--- src/rtl/wishbone_pkg.sv ---
// Shared Wishbone definitions: mailbox register offsets,
// STATUS/CTRL bit positions and the slave ack FSM state type.
package wishbone_pkg;

  localparam logic [19:0] MBOX_DATA   = 20'h0;
  localparam logic [19:0] MBOX_STATUS = 20'h4;
  localparam logic [19:0] MBOX_CTRL   = 20'h8;
  localparam logic [19:0] MBOX_FLUSH  = 20'hC;

  localparam int ST_EMPTY     = 0;
  localparam int ST_FULL      = 1;
  localparam int ST_COUNT_LSB = 8;

  localparam int CTRL_IRQ_EN  = 0;
  localparam int CTRL_THR_LSB = 8;

  typedef enum logic {
    IDLE,
    RESP
  } ack_state_e;

endpackage

--- src/rtl/wb_mailbox_fifo.sv ---
// Word FIFO behind the mailbox: synchronous push/pop/flush,
// occupancy count, full/empty flags and head-of-queue data.
module wb_mailbox_fifo #(
  parameter int DW    = 32,
  parameter int DEPTH = 16,
  parameter int CW    = $clog2(DEPTH) + 1
) (
  input  logic          clk,
  input  logic          rst,
  input  logic          push_i,
  input  logic          pop_i,
  input  logic          flush_i,
  input  logic [DW-1:0] wdata_i,
  output logic [DW-1:0] head_o,
  output logic [CW-1:0] count_o,
  output logic          full_o,
  output logic          empty_o
);

  localparam int AW = $clog2(DEPTH);

  logic [DW-1:0] mem_q [DEPTH];
  logic [AW-1:0] wp_q, wp_d;
  logic [AW-1:0] rp_q, rp_d;
  logic [CW-1:0] cnt_q, cnt_d;

  // Next pointers/count; pointers wrap by natural overflow.
  always_comb begin
    wp_d  = wp_q;
    rp_d  = rp_q;
    cnt_d = cnt_q;
    if (flush_i) begin
      wp_d  = '0;
      rp_d  = '0;
      cnt_d = '0;
    end else begin
      if (push_i) wp_d = wp_q + 1'b1;
      if (pop_i)  rp_d = rp_q + 1'b1;
      if (push_i && !pop_i) cnt_d = cnt_q + 1'b1;
      if (pop_i && !push_i) cnt_d = cnt_q - 1'b1;
    end
  end

  // Pointer and count state.
  always_ff @(posedge clk or posedge rst) begin
    if (rst) begin
      wp_q  <= '0;
      rp_q  <= '0;
      cnt_q <= '0;
    end else begin
      wp_q  <= wp_d;
      rp_q  <= rp_d;
      cnt_q <= cnt_d;
    end
  end

  // Storage array; contents need no reset.
  always_ff @(posedge clk) begin
    if (push_i && !flush_i) mem_q[wp_q] <= wdata_i;
  end

  assign head_o  = mem_q[rp_q];
  assign count_o = cnt_q;
  assign full_o  = (cnt_q == CW'(DEPTH));
  assign empty_o = (cnt_q == '0);

endmodule

--- src/rtl/wb_mailbox_slave.sv ---
// Wishbone B.3 mailbox slave: register decode, ack FSM, CTRL, irq.
// Define WB_MAILBOX_RTY_EN to retry (not error) full/empty DATA beats.
module wb_mailbox_slave
  import wishbone_pkg::*;
#(
  parameter int DATA_WIDTH = 32,
  parameter int ADDR_WIDTH = 32,
  parameter int DEPTH      = 16
) (
  input  logic                  clk,
  input  logic                  rst,
  input  logic                  s_cyc,
  input  logic                  s_stb,
  input  logic                  s_we,
  input  logic [ADDR_WIDTH-1:0] s_addr,
  input  logic [7:0]            s_sel,
  input  logic [DATA_WIDTH-1:0] s_wdata,
  input  logic [2:0]            s_cti,
  input  logic [1:0]            s_bte,
  output logic [DATA_WIDTH-1:0] s_rdata,
  output logic                  s_ack,
  output logic                  s_err,
  output logic                  s_rty,
  output logic                  irq
);

  localparam int CW = $clog2(DEPTH) + 1;

  ack_state_e state_q;
  logic       ack_q, err_q;
  logic       irq_q, irq_d;
  logic [DATA_WIDTH-1:0] rdata_q, rdata_d;
  logic       en_q, en_d;
  logic [7:0] thr_q, thr_d;

  logic [DATA_WIDTH-1:0] head;
  logic [CW-1:0] count;
  logic full, empty;
  logic push, pop, flush;
  logic ack_c, err_c, busy_c;
  logic [DATA_WIDTH-1:0] status;
  logic [19:0] a;
  logic beat, bad_addr;

  assign beat     = s_cyc & s_stb & (state_q == IDLE);
  assign a        = {s_addr[19:2], 2'b00};
  assign bad_addr = |s_addr[19:4];

  // STATUS image: count zero-extended, flags in low bits.
  always_comb begin
    status = '0;
    status[ST_COUNT_LSB +: CW] = count;
    status[ST_FULL]  = full;
    status[ST_EMPTY] = empty;
  end

  // Beat decode: termination kind, FIFO strobes, CTRL update.
  always_comb begin
    ack_c   = 1'b0;
    err_c   = 1'b0;
    busy_c  = 1'b0;
    push    = 1'b0;
    pop     = 1'b0;
    flush   = 1'b0;
    rdata_d = '0;
    en_d    = en_q;
    thr_d   = thr_q;
    if (beat) begin
      unique case (1'b1)
        bad_addr: err_c = 1'b1;
        a == MBOX_DATA: begin
          if (s_we) begin
            if (s_sel[3:0] != 4'hF) err_c = 1'b1;
            else if (full) busy_c = 1'b1;
            else begin
              push  = 1'b1;
              ack_c = 1'b1;
            end
          end else if (empty) begin
            busy_c = 1'b1;
          end else begin
            pop     = 1'b1;
            ack_c   = 1'b1;
            rdata_d = head;
          end
        end
        a == MBOX_STATUS: begin
          err_c   = s_we;
          ack_c   = !s_we;
          rdata_d = s_we ? '0 : status;
        end
        a == MBOX_CTRL: begin
          ack_c = 1'b1;
          if (s_we) begin
            if (s_sel[0]) en_d  = s_wdata[CTRL_IRQ_EN];
            if (s_sel[1]) thr_d = s_wdata[CTRL_THR_LSB +: 8];
          end else begin
            rdata_d[CTRL_IRQ_EN]       = en_q;
            rdata_d[CTRL_THR_LSB +: 8] = thr_q;
          end
        end
        default: begin
          err_c = !s_we;
          ack_c = s_we;
          flush = s_we & s_wdata[0];
        end
      endcase
    end
  end

  assign irq_d = en_q & (9'(count) >= {1'b0, thr_q}) & (thr_q != 8'd0);

  // Ack FSM with registered terminations, read data, CTRL and irq.
  always_ff @(posedge clk or posedge rst) begin
    if (rst) begin
      state_q <= IDLE;
      ack_q   <= 1'b0;
      err_q   <= 1'b0;
      rdata_q <= '0;
      en_q    <= 1'b0;
      thr_q   <= '0;
      irq_q   <= 1'b0;
    end else begin
      state_q <= beat ? RESP : IDLE;
      ack_q   <= ack_c;
`ifdef WB_MAILBOX_RTY_EN
      err_q   <= err_c;
`else
      err_q   <= err_c | busy_c;
`endif
      rdata_q <= rdata_d;
      en_q    <= en_d;
      thr_q   <= thr_d;
      irq_q   <= irq_d;
    end
  end

`ifdef WB_MAILBOX_RTY_EN
  logic rty_q;

  // Retry termination for full-write / empty-read beats.
  always_ff @(posedge clk or posedge rst) begin
    if (rst) rty_q <= 1'b0;
    else     rty_q <= busy_c;
  end

  assign s_rty = rty_q;
`else
  assign s_rty = 1'b0;
`endif

  wb_mailbox_fifo #(
    .DW    (DATA_WIDTH),
    .DEPTH (DEPTH),
    .CW    (CW)
  ) u_fifo (
    .clk     (clk),
    .rst     (rst),
    .push_i  (push),
    .pop_i   (pop),
    .flush_i (flush),
    .wdata_i (s_wdata),
    .head_o  (head),
    .count_o (count),
    .full_o  (full),
    .empty_o (empty)
  );

  logic unused_in;
  assign unused_in = ^{s_cti, s_bte, s_addr, s_sel, s_wdata};

  assign s_rdata = rdata_q;
  assign s_ack   = ack_q;
  assign s_err   = err_q;
  assign irq     = irq_q;

endmodule

--- config.mk ---
export PLATFORM = sky130hd
export DESIGN_NAME = wb_mailbox_slave
export DESIGN_NICKNAME = d
export VERILOG_FILES = /design/src/rtl/wishbone_pkg.sv /design/src/rtl/wb_mailbox_fifo.sv /design/src/rtl/wb_mailbox_slave.sv
export SDC_FILE = /design/constraint.sdc
export NUM_CORES = 1
export LEC_CHECK = 0
export ABC_AREA = 1
export CAP_MARGIN = 20
export CORE_MARGIN = 5
export CORE_UTILIZATION = 60
export CTS_BUF_LIST = sky130_fd_sc_hd__clkbuf_4
export DETAILED_ROUTE_END_ITERATION = 16
export PLACE_DENSITY = 0.79
export SYNTH_ARGS = -nofsm -noshare
export SYNTH_HDL_FRONTEND = slang
export SYNTH_SLANG_ARGS = --single-unit
--- constraint.sdc ---
create_clock -name clk -period 4.87 [get_ports clk]
set_input_delay 0.487 -clock clk [delete_from_list [all_inputs] [get_ports clk]]
set_output_delay 0.487 -clock clk [all_outputs]
set_load 0.1 [all_outputs]
---- Word level (Yosys, flattened, before mapping) ----
Memory sizes are Yosys's and may differ from the RTL's.
Cells that the tools add are included.
operators by class
  equality and inequality tests ........... 4
  add/subtract/negate cells ............... 4
  reduce and logical (&&, ||, !) cells .... 17
  multiplexer cells ....................... 44
  bitwise logic cells ..................... 7
  $lt $le $gt $ge ......................... 1
operator list
  operator               number
  $mux W32               3
  $pmux W16 S2           1
  $mux W1                26
  $pmux W8 S3            1
  $logic_not A20 Y1      1
  $reduce_or A19 Y1      1
  $eq A18 B1 Y1 const B  1
  $eq A18 B2 Y1 const B  1
  $mux W4                4
  $reduce_or A16 Y1      1
  $mux W5                3
  $pmux W7 S2            1
  $mux W13               1
  $add A4 B1 Y4 const B  2
  $ge A5 B8 Y1           1
  $mux W8                1
  $pmux W1 S4            2
  $reduce_and A4 Y1      2
  $reduce_bool A8 Y1     1
  $add A5 B1 Y5 const B  1
  $and A1 B1 Y1          5
  $eq A5 B5 Y1 const B   1
  $logic_not A5 Y1       1
  $sub A5 B1 Y5 const B  1
  8 further kinds        14
word-level totals
  memories ................................ 1
  input port bits ......................... 82
  RAM bits ................................ 512
  bits in registers ....................... 58
memory list
  memory        words  bits a word  rd ports  clocked after Yosys merged registers in  wr ports  line                   source
  u_fifo.mem_q  16     32           1         0                                        1         wb_mailbox_fifo.sv:22  logic [DW-1:0] mem_q [DEPTH];

---- Depth between registers and ports, before layout ----
Gate-level depths: netlist (run 1).
  depth after elaboration ................. 10
  mapped depth ............................ 17
  mapped depth without buffers ............ 17

---- Cells and area by module ----
From an unflattened synthesis (run 1), not the netlist that was laid out.
second synthesis, totals
  cells, all modules ...................... 1924
  area, all modules ....................... 23418.7 um^2
modules (own cells, without submodules)
  module            cells an instance  instances  area each (um^2)  sequential area each (um^2)
  wb_mailbox_fifo   1618               1          20936.3           15700.1
  wb_mailbox_slave  306                1          2482.4            1126.1

---- Least setup slack after synthesis (run 1) ----
No wires, ideal clock.
  kind .................................... input port to flip-flop
  start point ............................. in s_addr[13]
  end point ............................... mem u_fifo.mem_q[12][0], enable pin
  slack ................................... 833 ps
  arrival ................................. 3576 ps
  stages on the path ...................... 9
  path buffers ............................ 0
  path through ............................ nor2_1 -> nand2_1 -> nor2_4 -> nand2_4 -> nor2_8 -> nand2_2 -> nor2_4 -> nand2_1 -> nor3_1
between the ends
  cells in the longest elaborated chain, start to end .. 8
ends and longest elaborated chain
  what                                   line                    source
  start: declaration                     wb_mailbox_slave.sv:15  input logic [ADDR_WIDTH-1:0] s_addr,
  $eq A18 B1 Y1 (tied with other cells)  wb_mailbox_slave.sv:87  a == MBOX_STATUS: begin
  $reduce_or A19 Y1 (no source line)     -
  $mux W1                                wb_mailbox_slave.sv:69  unique case (1'b1)
  $mux W1                                wb_mailbox_slave.sv:68  if (beat) begin
  $logic_not A1 Y1                       wb_mailbox_fifo.sv:59   if (push_i && !flush_i) mem_q[wp_q] <= wdata_i;
  $logic_and A1 B1 Y1 (*)                wb_mailbox_fifo.sv:59
  $mux W1 (*)                            wb_mailbox_fifo.sv:59
  $mux W1 (not written as such) (*)      wb_mailbox_fifo.sv:59
  end: declaration                       wb_mailbox_fifo.sv:22
Mark *: on every way between the ends. The rest lies on a longest branch, timed or not.

---- Worst setup path after layout (run 1) ----
  start point ............................. reg u_fifo.cnt_q[2], in the netlist u_fifo.count_o[2]
  end point ............................... mem u_fifo.mem_q[2][19], enable pin
between the ends
  cells in the longest elaborated chain, start to end .. 9
ends and longest elaborated chain
  what                           line                    source
  start: declaration             wb_mailbox_fifo.sv:25   logic [CW-1:0] cnt_q, cnt_d;
  start signal: assignment       wb_mailbox_fifo.sv:53   cnt_q <= cnt_d;
  $eq A5 B5 Y1                   wb_mailbox_fifo.sv:64   assign full_o = (cnt_q == CW'(DEPTH));
  $mux W1                        wb_mailbox_slave.sv:74  else if (full) busy_c = 1'b1;
  $mux W1                        wb_mailbox_slave.sv:73  if (s_sel[3:0] != 4'hF) err_c = 1'b1;
  $mux W1                        wb_mailbox_slave.sv:72  if (s_we) begin
  $mux W1                        wb_mailbox_slave.sv:69
  $mux W1                        wb_mailbox_slave.sv:68
  $logic_and A1 B1 Y1            wb_mailbox_fifo.sv:59
  $mux W1                        wb_mailbox_fifo.sv:59
  $mux W1 (not written as such)  wb_mailbox_fifo.sv:59
No other way between the ends.

==> results of run 1 <==
[layout make-up]
| type | instances | area, um2 | area share, % |
|---|---|---|---|
| inverters | 42 | 164 | 0.631 |
| repair buffers | 128 | 1300 | 5.00 |
| diodes | 1 | 2.50 | 0.00964 |
| flip-flops and latches | 570 | 16800 | 64.9 |
| clock inverters | 24 | 174 | 0.670 |
| clock buffers | 216 | 1620 | 6.25 |
| well taps | 511 | 639 | 2.46 |
| multi-input cells | 1041 | 5220 | 20.1 |
[sequential cells by signal, indices dropped and copies added (netlist names)]
register / count
u_fifo.wp_q: 4
state_q: 1
en_q: 1
u_fifo.mem_q: 512
s_err: 1
thr_q: 8
s_ack: 1
u_fifo.rp_q: 4
u_fifo.count_o: 5
irq: 1
s_rdata: 32
[cells by family (layout without fill, tap and decap cells)]
family                     Yosys count  count (layout)  share of synthesized area, %
xor gates and xnor gates             3               3                         0.116
and+or+nand+nor                    563             563                          10.3
other                                1               2                        0.0166
buffers and inverters              152             410                          2.97
AOI/OAI and AO/OA                  455             455                          11.2
muxes                                8               8                         0.398
adders and majority gates           11              11                         0.609
DFF                                570             570                          74.4
[synth_stat cells, types with 4 or more instances]
cell / instances
buf_2: 28
nor2_1: 294
nor3_1: 7
buf_4: 9
nand3_1: 50
o221ai_1: 15
o22ai_1: 119
inv_1: 38
a21oi_1: 9
nand2_1: 181
nor2_2: 4
ha_1: 11
dfrtp_1: 58
nand4_1: 9
buf_1: 4
nor2_4: 4
edfxtp_1: 512
a31oi_1: 27
o21ai_1: 7
mux2_2: 8
clkbuf_1: 66
o21ai_0: 276
[report_power, final]
group          total [uW]  internal [uW]  switching, uW
Sequential           5330           5330          0.275
Combinational         140           47.2           92.8
Clock                3980           2160           1810
[through the flow]
step / total power (uW) / hold slack, ns / setup WS, ns / cell area, um2
floorplan: 5460 / 0.475 / 0.833 / 22600
global placement: 5560 / 0.494 / 1.32 / 24000
detailed placement: 5570 / 0.498 / 1.23 / 24100
CTS: 9510 / 0.242 / 1.77 / 25900
global route: 9770 / 0.357 / 1.52 / 26000
finish: 9440 / 0.365 / 1.76 / 26000
[layer usage]
layer | share of wire [%] | GRT usage [%] | vias up
met1 | 39 | 36.1 | 7473
met3 | 10 | 6.63 | 125
met5 | 0.024 | 0 | -
met2 | 48 | 41.2 | 878
met4 | 2.7 | 11.3 | 2
li1 | - | - | 6878
[critical path, delay by kind of cell (launching register included)]
kind,cells,cell delay (ns)
buffers and inverters,1,0.43
and+or+nand+nor,8,1.82
DFF,1,0.47
[worst paths after layout]
kind	start	endpoint	slack, ns	cells past startpoint
min reg2reg	thr_q[1]	thr_q[1]	0.51	1
max in group asynchronous	rst	s_rdata[26]	3.48	5
max	u_fifo.count_o[2]	u_fifo.mem_q[2][19]	1.76	9
min in group asynchronous	rst	u_fifo.count_o[2]	0.54	3
min	s_sel[0]	en_q	0.37	3
max reg2reg	u_fifo.count_o[2]	u_fifo.mem_q[2][19]	1.76	9
==> flow_metrics.tcl, run 1 <==
set metrics [dict create \
    fin_util_pct 69.4 \
    crit_required_ns 5.32 \
    antenna_found_initial 2 \
    hpwl_mm 28.9 \
    clock_path_buffers 3 \
    cap_violations 0 \
    syn_inst 1763 \
    hold_buffers 0 \
    fillers 2526 \
    clk_pin_slew_ns 0.07 \
    crit_path_end_kind "flop" \
    postRouteAntennaNets 0 \
    cts-root-buf "clkbuf_4" \
    yosys_warnings 0 \
    setup_viol_count_final 0 \
    synth_cell_types 41 \
    drc 0 \
    fin_crit_ns 3.11 \
    chipHeight_um 204 \
    synth_edf_count 512 \
    cts_tree "yes" \
    core_um2 37400 \
    place_congestion 0.837 \
    htree_levels 4 \
    yosys.area.top_type_share_pct 68.0 \
    postCtsResizedCells 0 \
    clkLatencyLatePin_ns 0.82 \
    synth.avg_cell_area_um2 12.8 \
    synth_top_area_cell "edfxtp_1" \
    slew_headroom_pct 32.4 \
    critPathKind "flop to flop" \
    syn_to_final_growth_pct 14.8 \
    hold_viol_final 0 \
    worst_slew_pin_slew_ns 1.01 \
    seq_area_frac_synth_pct 74.4 \
    cts_buffers 139 \
    holdCritPathClass "primary input to flop" \
    grt_overflow 0 \
    syn_nets 1856 \
    fmax_mhz 322 \
    wl_mm 55.3 \
    fin_skew_ns 0.0514 \
    grt_pass1_wl_mm 84.9 \
    num_rows 71 \
    routed-via-count 15400 \
    grt_max_degree 201 \
    maxSlewViolCount 0 \
    cpPeakStageDelay_ns 0.73 \
    ys.flop_type "edfxtp_1" \
    crit_arrival_ns 3.56 \
    portBuffers 93 \
    final_common_cell "edfxtp_1" \
    leakagePower_uw 0.00898 \
    drive_above_1_share_pct 15.4 \
    power.density_nw_per_um2 364 \
    grt_usage_pct 26.4 \
    critPathLaunchType "flop" \
    synth_seq_cells 570 \
    cp_max_fo 17 \
    avgViaCountPerCell 6.06 \
    synth_async_sr_flop_share_pct 10.2 \
    synth_area_um2 22600 \
    initialDrtViolationCount 1629 \
    path_cells "nor2_1, nand3_2, nor2_1, nor3_1, nand2_2, nor2_4, nand2_1, nor2_4, buf_4" \
    grt_pass1_vias 15500 \
    dieArea_um2 41700 \
    initial_utilization_pct 60.4 \
    cts_num_sinks 570 \
    pin_count 118 \
    post_cts_buffers 0 \
    timing.final.crit_share_pct 63.8 \
    final_cell_mix "edfxtp_1 (512), nor2_1 (282), o21ai_0 (276)" \
    crit_path_top_delay_cell "nor2_4" \
    layout.cells.non_filler 2533 \
    wire_per_inst_um 21.8 \
    dr.pass1.iters 5 \
    rsz0062_at_grt "false" \
    nNetsFinal 2015 \
    die_x_um 204 \
    status "finished clean" \
    placed_cells 2289 \
    synthTopCellsByArea "edfxtp_1 (68%), dfrtp_1 (6.4%), o21ai_0 (6.1%)" \
    ir_worst_vdd_v 0.000295 \
    fin_tns_setup_ns 0 \
]
Power figures use the tool's default switching activity.
==> run 2: changes to the inputs <==
==> constraint.sdc (replaced) <==
create_clock -name clk -period 2.9 [get_ports clk]
set_input_delay 0.29 -clock clk [delete_from_list [all_inputs] [get_ports clk]]
set_output_delay 0.29 -clock clk [all_outputs]
set_load 0.1 [all_outputs]
==> flow_metrics.tcl, run 2 (synthesized netlist as in run 1, its figures left out) <==
set metrics [dict create \
    num_rows 71 \
    antenna_found_initial 2 \
    portBuffers 93 \
    total_power_uw 15900 \
    setup_viol_count_final 0 \
    initialDrtViolationCount 1818 \
    holdPathStages 3 \
    holdCritPathClass "primary input to flop" \
    syn_to_final_growth_pct 16.7 \
    chipHeight_um 204 \
    largest_reg_flops 512 \
    drc 0 \
    ir_worst_vdd_v 0.000583 \
    reg2reg_to "u_fifo.mem_q[4][12]" \
    hpwl_mm 30.5 \
    cts_buffers 137 \
    hold_viol_final 0 \
    drive_above_1_share_pct 18.2 \
    routed-via-count 15600 \
    fmax_mhz 395 \
    maxSlewViolCount 0 \
    timing.final.crit_share_pct 87.3 \
    final_common_cell "edfxtp_1" \
    leakagePower_uw 0.00927 \
    power.density_nw_per_um2 601 \
    layout.cells.non_filler 2568 \
    reg2reg_slack_ns 0.37 \
    avgViaCountPerCell 6.06 \
    critPathKind "flop to flop" \
    grt_pass1_wl_mm 84.0 \
    worst_slew_pin_slew_ns 1.15 \
    status "finished clean" \
    dieArea_um2 41700 \
    wire_per_inst_um 21.4 \
    grt_max_degree 112 \
    placed_cells 2327 \
    dr.pass1.iters 5 \
    rsz0062_at_grt "false" \
    r2r_cells 10 \
    crit_arrival_ns 2.99 \
    grt_usage_pct 26.2 \
    htree_levels 4 \
    core_um2 37400 \
    grt_pass1_vias 15300 \
    postCtsResizedCells 0 \
    initial_utilization_pct 60.4 \
    holdPathEnd "en_q" \
    r2r_start "u_fifo.count_o[2]" \
    fin_skew_ns 0.0464 \
    top_register "u_fifo.mem_q" \
    wl_mm 54.9 \
    hold-worst-slack_ns 0.178 \
    clkLatencyLatePin_ns 0.81 \
    cts-root-buf "clkbuf_4" \
    cap_violations 0 \
    crit_required_ns 3.36 \
    fin_util_pct 70.6 \
    final_cell_mix "edfxtp_1 (512), nor2_1 (282), o21ai_0 (276)" \
    min-delay-start "s_sel[0]" \
    fin_crit_ns 2.53 \
    crit_path_end_kind "flop" \
    pin_count 118 \
    cts_num_sinks 570 \
    grt_overflow 0 \
    nNetsFinal 2049 \
    die_x_um 204 \
    clock_path_buffers 3 \
    cp_max_fo 13 \
    slew_headroom_pct 23.0 \
    clk_pin_slew_ns 0.07 \
    critPathLaunchType "flop" \
    post_cts_buffers 0 \
    cts_tree "yes" \
    postRouteAntennaNets 0 \
    place_congestion 0.861 \
]
[run 2: layer usage]
layer / part of all wire (%) / global-route usage [%]
met5: 0.013 / 0
met4: 2.3 / 9.86
met3: 12 / 6.16
met2: 47 / 41.5
met1: 39 / 35.9
[run 2: how the worst max path moves through the flow]
stage                            startpoint                   to  slack, ns  depth (start not counted)
after detailed placement          s_addr[5]   u_fifo.mem_q[4][7]       0.21                         12
final                     u_fifo.count_o[2]  u_fifo.mem_q[4][12]       0.37                         10
after global routing      u_fifo.count_o[1]  u_fifo.mem_q[4][12]       0.23                         10
after CTS                 u_fifo.count_o[2]  u_fifo.mem_q[4][12]       0.40                         10
after floorplan                  s_addr[13]  u_fifo.mem_q[12][0]      -0.94                          9
after global placement           s_addr[13]  u_fifo.mem_q[14][2]      -0.05                         10
[run 2: what timing repair did]
action	4_1_cts	5_1_grt
endpoints found under the setup margin	0	0
hold endpoints to repair	15	0
hold buffers	1	0
[run 2: area by class of cell]
type	instances	area, um2
diodes	1	2.50
inverters	42	164
flip-flops and latches	570	16800
fillers	2408	11000
repair buffers	164	1720
clock buffers	203	1520
multi-input cells	1041	5220
clock inverters	36	285
well taps	511	639
[run 2: metrics by stage]
step                      cell area [um2]  TNS, ns  worst slack, ns
after floorplan                     22600  -120.36           -0.940
after global placement              24500    -2.66          -0.0529
after detailed placement            24600        0            0.213
after CTS                           26400        0            0.403
after global routing                26400        0            0.232
final                               26400        0            0.368
[run 2: report_power, final]
group          switching [uW]  total [uW]  leakage (uW)  internal (uW)
combinational             163         248       0.00282           85.0
sequential              0.411        8950       0.00538           8950
clock                    3020        6670       0.00108           3650
total                    3190       15900       0.00927          12700
[run 2: worst max-delay path: stages, from the launching register on]
cell and delay (ns):
dfrtp_1 0.48, nor2_1 0.12, nand3_2 0.09, nor2_1 0.05, nor3_1 0.23, nand2_2 0.10, nor2_4 0.16, buf_4 0.17
nand2_1 0.17, nor3_2 0.26, buf_4 0.34
==> run 3: changes to the inputs <==
--- a/config.mk
+++ b/config.mk
@@ -5,7 +5,7 @@
 export SDC_FILE = /design/constraint.sdc
 export NUM_CORES = 1
 export LEC_CHECK = 0
-export ABC_AREA = 1
+export ABC_AREA = 0
 export CAP_MARGIN = 20
 export CORE_MARGIN = 5
 export CORE_UTILIZATION = 60
==> flow_metrics.tcl, run 3 <==
set metrics [dict create \
    maxSlewViolCount 0 \
    yosys.area.top_type_share_pct 70.1 \
    cts_tree "yes" \
    synth.avg_cell_area_um2 22.3 \
    timing.final.crit_share_pct 90.6 \
    grt_max_degree 78 \
    reg2reg_slack_ns 0.27 \
    nNetsFinal 1333 \
    worst_slew_pin_slew_ns 1.10 \
    setup_viol_count_final 0 \
    holdPathStages 3 \
    dr.pass1.iters 5 \
    postCtsResizedCells 0 \
    cts_num_sinks 570 \
    chipHeight_um 201 \
    fin_tns_setup_ns 0 \
    initial_utilization_pct 60.4 \
    synth_async_sr_flop_share_pct 10.2 \
    status "finished clean" \
    grt_usage_pct 23.1 \
    fillers 2104 \
    portBuffers 93 \
    grt_pass1_vias 11800 \
    synthTopCellsByArea "edfxtp_1 (70%), mux4_2 (16%), dfrtp_1 (6.6%)" \
    syn_inst 984 \
    place_congestion 0.780 \
    wl_mm 45.5 \
    cts_buffers 140 \
    fin_skew_ns 0.0366 \
    hold_buffers 1 \
    ys_top_cells_by_count "edfxtp_1 (512), mux4_2 (156), dfrtp_1 (58), nor2_1 (25)" \
    num_rows 70 \
    rsz0062_at_grt "false" \
    top_register "u_fifo.mem_q" \
    final_cell_mix "edfxtp_1 (512), clkbuf_4 (211), mux4_2 (156)" \
    ir_worst_vdd_v 0.000421 \
    syn_nets 1077 \
    drc 0 \
    clk_pin_slew_ns 0.06 \
    pin_count 118 \
    core_um2 36300 \
    crit_path_end_kind "flop" \
    syn_to_final_growth_pct 18.6 \
    slew_headroom_pct 26.6 \
    r2r_start "u_fifo.count_o[3]" \
    cap_violations 0 \
    largest_reg_flops 512 \
    synth_most_common_cell "edfxtp_1" \
    antenna_found_initial 2 \
    wire_per_inst_um 25.1 \
    htree_levels 4 \
    synth_seq_cells 570 \
    critPathKind "flop to flop" \
    placed_cell_area_um2 24200 \
    setup.worst_path.start "u_fifo.count_o[3]" \
    seq_area_frac_synth_pct 76.7 \
    clock_path_buffers 3 \
    r2r_cells 9 \
    hold-worst-slack_ns 0.243 \
    reg2reg_to "u_fifo.count_o[4]" \
    clkLatencyLatePin_ns 0.81 \
    leakagePower_uw 0.00866 \
    design_area_um2 26000 \
    power.density_nw_per_um2 605 \
    crit_arrival_ns 3.28 \
    cp-endpoint "u_fifo.count_o[4]" \
    initialDrtViolationCount 942 \
    critPathLaunchType "flop" \
    synth_edf_count 512 \
    post_cts_buffers 0 \
    cp_max_fo 8 \
    grt_overflow 0 \
    final_common_cell "edfxtp_1" \
    fin_crit_ns 2.63 \
    crit_required_ns 3.55 \
    holdCritPathClass "primary input to flop" \
    drive_above_1_share_pct 39.1 \
    yosys_warnings 0 \
    hold_viol_final 0 \
    synth_area_um2 21900 \
    routed-via-count 10900 \
    die_x_um 201 \
    ys.flop_type "edfxtp_1" \
    dieArea_um2 40500 \
    postRouteAntennaNets 0 \
    avgViaCountPerCell 6.04 \
    synth_cell_types 44 \
    hpwl_mm 26.9 \
    cts-root-buf "clkbuf_4" \
    synth_top_area_cell "edfxtp_1" \
    fmax_mhz 381 \
    grt_pass1_wl_mm 70.2 \
]
run 3: changes by cell type after synthesis, moves of 43 or more:
cell	delta
mux4_2	+156
nand3_1	-43
o21ai_0	-271
o22ai_1	-112
nor2_1	-269
nand2_1	-176
run 3: logic make-up (layout without fill, tap and decap cells):
group           Yosys count  count (layout)  share of synthesized area, %
simple gates            105             105                          2.79
mux                     178             178                          17.1
flops                   570             570                          76.7
fa+ha+maj                11              11                         0.627
xor+xnor                  5               5                         0.200
buf+inv                  73             433                          1.36
compound gates           41              41                          1.24
other cells               1               2                        0.0171
run 3: worst min path at each step:
stage / startpoint / endpoint / slack, ns
after floorplan: s_wdata[0] / u_fifo.mem_q[0][0] / 0.39
after global placement: thr_q[7] / s_rdata[15] / 0.50
after detailed placement: thr_q[7] / thr_q[7] / 0.51
after CTS: s_sel[0] / en_q / 0.17
after global routing: s_sel[0] / en_q / 0.20
final: s_sel[0] / en_q / 0.24
run 3: final cells by class:
class	count	area (um2)	share of cell area [%]
timing repair buffer	163	1800	6.90
clock buffer	211	1580	6.09
sequential	570	16800	64.7
inverter	24	90.1	0.346
multi-input combinational	341	4910	18.9
tap	468	586	2.25
antenna	1	2.50	0.00961
clock inverter	35	225	0.865
run 3: layer usage:
metal	share of wire [%]	vias to the layer above	global-route usage, %
li1	-	4696	-
met1	40	5667	31.8
met2	50	519	37.1
met3	8.1	65	6.16
met4	1.7	2	7.45
met5	0.044	-	0
run 3: worst max-delay path: stages, from the launching register on:
cell,delay [ns]
dfrtp_1,0.49
or4_1,0.26
nor2_1,0.08
or4_2,0.69
xnor2_1,0.16
ha_1,0.22
nor4_1,0.18
mux2i_1,0.14
a31oi_1,0.20
o31ai_1,0.09
run 3: power by group:
part	switching (uW)	leakage (uW)	internal, uW
clock network	2990	0.00107	3580
registers	0.405	0.00538	8950
logic	148	0.00221	83.2
total	3140	0.00866	12600
run 3: metrics by stage:
stage	power (uW)	std cells	utilization (%)	worst slack, ns
2_1_floorplan	9160	984	-	-0.363
3_3_place_gp	9340	1565	66.6	-0.105
3_5_place_dp	9350	1565	66.6	-0.120
4_1_cts	15900	1812	71.6	0.286
5_1_grt	16500	1813	71.6	0.125
6_report	15800	1813	71.6	0.273
